<file path="src/rtl/instr_fetch.sv">
// Instruction-fetch stage: owns the PC, keeps at most one imem fetch in flight and presents
// fetched words through an IF/ID register backed by a one-entry skid buffer.
module instr_fetch #(
    parameter int                  PC_WIDTH = 32,
    parameter logic [PC_WIDTH-1:0] RESET_PC = '0
) (
    input  logic                clk,
    input  logic                rst_n,
    output logic                imem_req,
    output logic [PC_WIDTH-1:0] imem_addr,
    input  logic                imem_rvalid,
    input  logic [31:0]         imem_rdata,
    input  logic                stall,
    input  logic                redirect,
    input  logic [PC_WIDTH-1:0] redirect_pc,
    output logic                if_valid,
    output logic [31:0]         if_instr,
    output logic [PC_WIDTH-1:0] if_pc,
    output logic [PC_WIDTH-1:0] if_pc4,
    output logic [5:0]          opcode
);

    typedef enum logic [1:0] {
        S_REQ,
        S_WAIT,
        S_DROP
    } state_t;

    state_t              state_q, state_d;
    logic [PC_WIDTH-1:0] pc_q, pc_d;
    logic [PC_WIDTH-1:0] req_pc_q, req_pc_d;
    logic                if_valid_q, if_valid_d;
    logic [31:0]         if_instr_q, if_instr_d;
    logic [PC_WIDTH-1:0] if_pc_q, if_pc_d;
    logic                skid_valid_q, skid_valid_d;
    logic [31:0]         skid_instr_q, skid_instr_d;
    logic [PC_WIDTH-1:0] skid_pc_q, skid_pc_d;
    logic                req_raw;
    logic                new_word;

    always_comb begin
        state_d      = state_q;
        pc_d         = pc_q;
        req_pc_d     = req_pc_q;
        if_valid_d   = if_valid_q;
        if_instr_d   = if_instr_q;
        if_pc_d      = if_pc_q;
        skid_valid_d = skid_valid_q;
        skid_instr_d = skid_instr_q;
        skid_pc_d    = skid_pc_q;
        req_raw      = 1'b0;
        new_word     = (state_q == S_WAIT) && imem_rvalid && !redirect;

        // A full skid blocks new requests, so skid content and an in-flight fetch never coexist.
        case (state_q)
            S_REQ: begin
                if (!skid_valid_q && !redirect) begin
                    req_raw  = 1'b1;
                    req_pc_d = pc_q;
                    pc_d     = pc_q + PC_WIDTH'(4);
                    state_d  = S_WAIT;
                end
            end
            S_WAIT: begin
                if (imem_rvalid) state_d = S_REQ;
            end
            S_DROP: begin
                if (imem_rvalid) state_d = S_REQ;
            end
            default: state_d = S_REQ;
        endcase

        if (!stall) begin
            if (skid_valid_q) begin
                if_valid_d   = 1'b1;
                if_instr_d   = skid_instr_q;
                if_pc_d      = skid_pc_q;
                skid_valid_d = 1'b0;
            end else if (new_word) begin
                if_valid_d = 1'b1;
                if_instr_d = imem_rdata;
                if_pc_d    = req_pc_q;
            end else begin
                if_valid_d = 1'b0;
            end
        end else if (new_word) begin
            if (!if_valid_q) begin
                if_valid_d = 1'b1;
                if_instr_d = imem_rdata;
                if_pc_d    = req_pc_q;
            end else begin
                skid_valid_d = 1'b1;
                skid_instr_d = imem_rdata;
                skid_pc_d    = req_pc_q;
            end
        end

        // An unanswered fetch must still be absorbed, hence S_DROP rather than a fresh request.
        if (redirect) begin
            pc_d         = redirect_pc & ~(PC_WIDTH'(3));
            if_valid_d   = 1'b0;
            skid_valid_d = 1'b0;
            if (state_q == S_WAIT && !imem_rvalid) state_d = S_DROP;
        end
    end

    always_ff @(posedge clk) begin
        if (!rst_n) begin
            state_q      <= S_REQ;
            pc_q         <= RESET_PC;
            req_pc_q     <= RESET_PC;
            if_valid_q   <= 1'b0;
            if_instr_q   <= '0;
            if_pc_q      <= '0;
            skid_valid_q <= 1'b0;
            skid_instr_q <= '0;
            skid_pc_q    <= '0;
        end else begin
            state_q      <= state_d;
            pc_q         <= pc_d;
            req_pc_q     <= req_pc_d;
            if_valid_q   <= if_valid_d;
            if_instr_q   <= if_instr_d;
            if_pc_q      <= if_pc_d;
            skid_valid_q <= skid_valid_d;
            skid_instr_q <= skid_instr_d;
            skid_pc_q    <= skid_pc_d;
        end
    end

    assign imem_req  = req_raw & rst_n;
    assign imem_addr = pc_q;
    assign if_valid  = if_valid_q;
    assign if_instr  = if_instr_q;
    assign if_pc     = if_pc_q;
    assign if_pc4    = if_pc_q + PC_WIDTH'(4);
    assign opcode    = if_instr_q[31:26];

endmodule
</file>
<file path="config.mk">
export PLATFORM = sky130hd
export DESIGN_NAME = instr_fetch
export DESIGN_NICKNAME = d
export VERILOG_FILES = /design/src/rtl/instr_fetch.sv
export SDC_FILE = /design/constraint.sdc
export NUM_CORES = 1
export LEC_CHECK = 0
export ABC_AREA = 1
export CELL_PAD_IN_SITES_DETAIL_PLACEMENT = 1
export CELL_PAD_IN_SITES_GLOBAL_PLACEMENT = 1
export CORE_MARGIN = 2
export CORE_UTILIZATION = 32
export CTS_CLUSTER_DIAMETER = 40
export DETAILED_ROUTE_END_ITERATION = 10
export PLACE_DENSITY_LB_ADDON = 0.1
export SYNTH_ARGS = -nofsm -noshare
export SYNTH_HDL_FRONTEND = slang
export SYNTH_SLANG_ARGS = --single-unit
</file>
<file path="constraint.sdc">
create_clock -name clk -period 1.6 [get_ports clk]
set_input_delay 0.32 -clock clk [delete_from_list [all_inputs] [get_ports clk]]
set_output_delay 0.32 -clock clk [all_outputs]
set_load 0.01 [all_outputs]
</file>
Yosys cells after proc, flatten, opt, wreduce, memory -nomap -nowiden
Index checks and enable logic that the tools add are counted.
- bits in registers: 196
- bits of input ports: 69
- memories: 0
- bits in latches: 0
- output and inout port bits: 136
- bits in writable memories: 0
- bits in read-only memories: 0
- word-level logic and storage cells: 62
- order comparisons: 0
- multipliers: 0
- reductions and logical operators: 19
- mux-type cells: 24
- bitwise logic cells: 3
- divide/modulo/power cells: 0
- add/subtract/negate cells: 2
- equality and inequality tests: 4
- shifts and indexed selects: 0
- operator list (cell ; number):
    $mux 32 ; 13
    $add 32x3->32 const B ; 2
    $mux 2 ; 4
    $mux 1 ; 6
    $reduce_and 2->1 ; 3
    $reduce_and 3->1 ; 2
    $reduce_bool 2->1 ; 3
    $logic_and 1x1->1 ; 4
    $pmux 2 s2 ; 1
    $reduce_or 2->1 ; 2
    $logic_not 1->1 ; 3
    $reduce_or 3->1 ; 1
    $eq 2x1->1 const B ; 1
    $eq 2x2->1 const B ; 1
    $logic_not 2->1 ; 1
    $ne 2x1->1 const B ; 1
    $ne 2x2->1 const B ; 1
    $not 1->1 ; 2
    $and 1x1->1 ; 1

Logic depth before layout (Yosys ltp)
- depth after elaboration: 6
- depth in mapped cells: 12

Least setup slack after synthesis
Ideal clock, no wire load.
- path type: reg2out
- from: reg if_pc_q[3], in the netlist if_pc[3]
- to: out if_pc4[28]
- arrival time: 1.547 ns
- stages on the path, launching flop included: 7
- slack: -0.267 ns
- path through: dfxtp_1 -> ha_1 -> nand4_1 -> nor2_4 -> nand3_1 -> nor2_1 -> xor2_1
- word-level cells in the longest chain between the ends: 1
- RTL lines (element ; RTL line ; RTL):
    start: declaration ; 34 ; logic [PC_WIDTH-1:0] if_pc_q, if_pc_d;
    start signal: assignment ; 124 ; if_pc_q <= if_pc_d;
    $add 32x3->32 ; 136 ; assign if_pc4 = if_pc_q + PC_WIDTH'(4);
    end: declaration ; 19 ; output logic [PC_WIDTH-1:0] if_pc4,
Every way passes these cells.

Final worst setup path
- from: reg if_pc_q[2], in the netlist if_pc[2]
- to: out if_pc4[10]
The elaborated chain is that of the path after synthesis.

==> reports/results.ini <==
[detailed_routing]
drc_errors = 0
drt-initial-drc-count = 558
avgRoutedWirePerCell_um = 21.3
vias_per_cell = 5.24
antenna_left = 0
via_count = 10400
drt-pass1-iter-count = 5
wl_mm = 42.4

[power]
pwr-share-comb_pct = 21.1
seqPwrFrac_pct = 42.9
pwr-share-clk_pct = 36.0
ir_worst_vdd_mv = 0.522
power.leakage_nw = 6.97
swShare_pct = 31.6
p_int_mw = 8.31
p_sw_mw = 3.84
power_density_mw_per_mm2 = 753

[critical_path]
cp_common_cell = buf_6
cp_top_family = buffers and inverters
path_cells = ha_4 > nand4_1 > buf_4 > buf_6 > buf_6 > nor2_4 > xor2_1 > buf_2
critPathLaunchType = flop
critical_path_required_ns = 1.28
r2r-start = state_q[1]$_SDFF_PN0_
crit_slowest_cell = dfxtp_4
worstSetupPathType = reg2out
crit_arrival_ns = 2.07
worstSetupEndpointType = output port
max_stage_delay_ns = 0.38
cp_max_fo = 3
timing.critical_path.buf_inv = 4
crit_start = if_pc[2]$_SDFFE_PN0P_

[floorplan]
floorplan.initialDensity_pct = 32.3
die_y_um = 168
rows = 60
die_w_um = 168
die_area_mm2 = 0.0283
core_area_mm2 = 0.0267
io_pins = 205

[hold_path]
hold_path.class = in2reg
holdCritStartpoint = rst_n

[yosys]
seq_area_frac_synth_pct = 43.7
synth_edf_count = 0
ys_seq_elements = 188
ys_async_sr_fraction_pct = 0
netlist_area_mm2 = 0.00862
yosysUniqueCellTypes = 36
avgSynthCellArea_um2 = 6.97
netlist_instances = 1237
synthFlopType = dfxtp_1
synth_warnings = 0

[layout]
multi_input_area_mm2 = 0.00609
final_cell_mix = 247 x nand2_1, 141 x dfxtp_1, 128 x buf_4, 106 x nor2_1, 97 x nor2_4
final_util_pct = 60.4
drive_gt1_share_pct = 42.7
nets = 1709
area_growth_pct = 87.2
seqCellArea_mm2 = 0.00385
fin_area_mm2 = 0.0161
n_fill_cell = 3061
n_antenna_cell = 0
final_common_cell = nand2_1

[sta]
period_minus_slack_ns = 2.39
finalHoldViolations = 0
finalSetupViolations = 205
setup_ws_ns = -0.785
worst_pin_slew_ns = 0.512
clock_skew_ns = 0.0225
fmax_mhz = 419
rsz0062_at_grt = yes
report.final.slew_viol_count = 0
fin_crit_sh_pct = 149
relSlewSlack_pct = 65.9

[cts]
postCtsHoldBufs = 0
clock_latency_ns = 0.46
clock-sinks = 188
clockRootBuffer = clkbuf_16
htree_num_levels = 4
cts_tree = done
cts_buffer_depth = 2
clkTransAtPathRegs_ns = 0.09
cts_buffers = 17

[global_routing]
overflow = 0
grt_use_total_pct = 26.0
grt_pass1_vias = 10500
grt_max_degree = 77
antenna_found_initial = 0
grt_pass1_wl_mm = 57.9

[status]
outcome = finished with violations
violations = negative setup slack

[placement]
place_area_mm2 = 0.0121
port_buffers = 196
dp_hpwl_mm = 21.5
gp_congestion = 0.858

[flow_run]
max-cap-violations = 0

==> repair_timing <==
| item | in CTS | in global routing |
|---|---|---|
| resized for setup | 604 | 406 |
| gates cloned | 26 | 10 |
| pin swaps | 64 | 105 |
| endpoints found under the setup margin | 303 | 215 |
| buffers inserted | 50 | 48 |
==> power groups by stage <==
stage | logic [mW] | clock network, mW | registers (mW)
global route | 2.72 | 4.58 | 5.24
global placement | 1.78 | 0 | 5.21
finish | 2.56 | 4.37 | 5.21
detailed placement | 1.80 | 0 | 5.21
CTS | 2.01 | 4.34 | 5.15
floorplan | 0.670 | 0 | 5.25
==> final cells by class <==
type | count | area share, %
Multi-Input combinational cell | 905 | 37.7
Sequential cell | 188 | 23.8
Inverter | 67 | 1.83
Timing Repair Buffer | 455 | 30.3
Timing Repair inverter | 1 | 0.0310
Clock buffer | 18 | 2.72
Tap cell | 341 | 2.64
Clock inverter | 14 | 0.876
==> cells in the mapped netlist, types with 6 or more instances <==
cell        n  share of area, %
xor2_1     15               1.5
xnor2_1    16               1.6
inv_1      59               2.6
a21oi_1    34               2.0
nand2_1   275                12
o21ai_0   154               8.9
a31oi_1    66               4.8
inv_2       6              0.26
dfxtp_1   188                44
nand3_1    37               2.1
nor3_1     16              0.93
nand4_1    17               1.2
buf_2      19               1.1
buf_4      12               1.0
o21ai_1    13              0.75
clkbuf_1   47               2.0
nor2_1    225               9.8
==> tightest hold or removal path, delay by kind of cell <==
| kind | cells | cell delay [ns] |
|---|---|---|
| AO/OA/AOI/OAI | 1 | 0.07 |
| AND/OR/NAND/NOR | 1 | 0.08 |
| buffers and inverters | 2 | 0.25 |
==> metal layers <==
layer  up-vias  share of wire [%]  track usage (%)
met5         -                  0                0
met4         0                2.7             7.01
met3        72                4.3             3.71
met2       298                 50             44.6
met1      5165                 43             34.3
li1       4894                  -                -
==> stage by stage <==
step / TNS, ns / power, mW / worst slack [ns] / hold WS, ns / cells
6_report: -49.60 / 12.1 / -0.785 / 0.311 / 1989
5_1_grt: -61.94 / 12.5 / -0.866 / 0.341 / 1989
3_5_place_dp: -72.10 / 7.02 / -0.606 / 0.463 / 1853
2_1_floorplan: -0.257 / 5.92 / -0.0885 / 0.446 / 1242
3_3_place_gp: -67.77 / 6.99 / -0.528 / 0.459 / 1853
4_1_cts: -30.12 / 11.5 / -0.694 / 0.229 / 1958
==> final timing paths <==
check | end | cells after the start | slack [ns]
setup / recovery | if_pc4[10] | 8 | -0.79
hold reg to reg | if_instr[8]$_SDFFE_PN0P_ | 2 | 0.48
hold / removal | imem_addr[8]$_SDFFE_PN0P_ | 4 | 0.31
setup reg to reg | if_pc[31]$_SDFFE_PN0P_ | 12 | -0.37
==> flip-flops by register name (all words and copies together) (netlist names) <==
signal / flops
if_instr: 32
skid_instr_q: 32
if_pc: 30
imem_addr: 30
req_pc_q: 30
skid_pc_q: 30
state_q: 2
if_valid: 1
skid_valid_q: 1
==> cells by family after synthesis <==
| logic type | share of synthesized area [%] |
|---|---|
| adders and majority gates | 0.726 |
| and+or+nand+nor | 27.1 |
| AOI/OAI and AO/OA | 17.8 |
| xor gates and xnor gates | 3.15 |
| other | 0.0435 |
| DFF | 43.7 |
| buffers and inverters | 7.52 |
No activity file was read; power rests on OpenSTA's default activity.
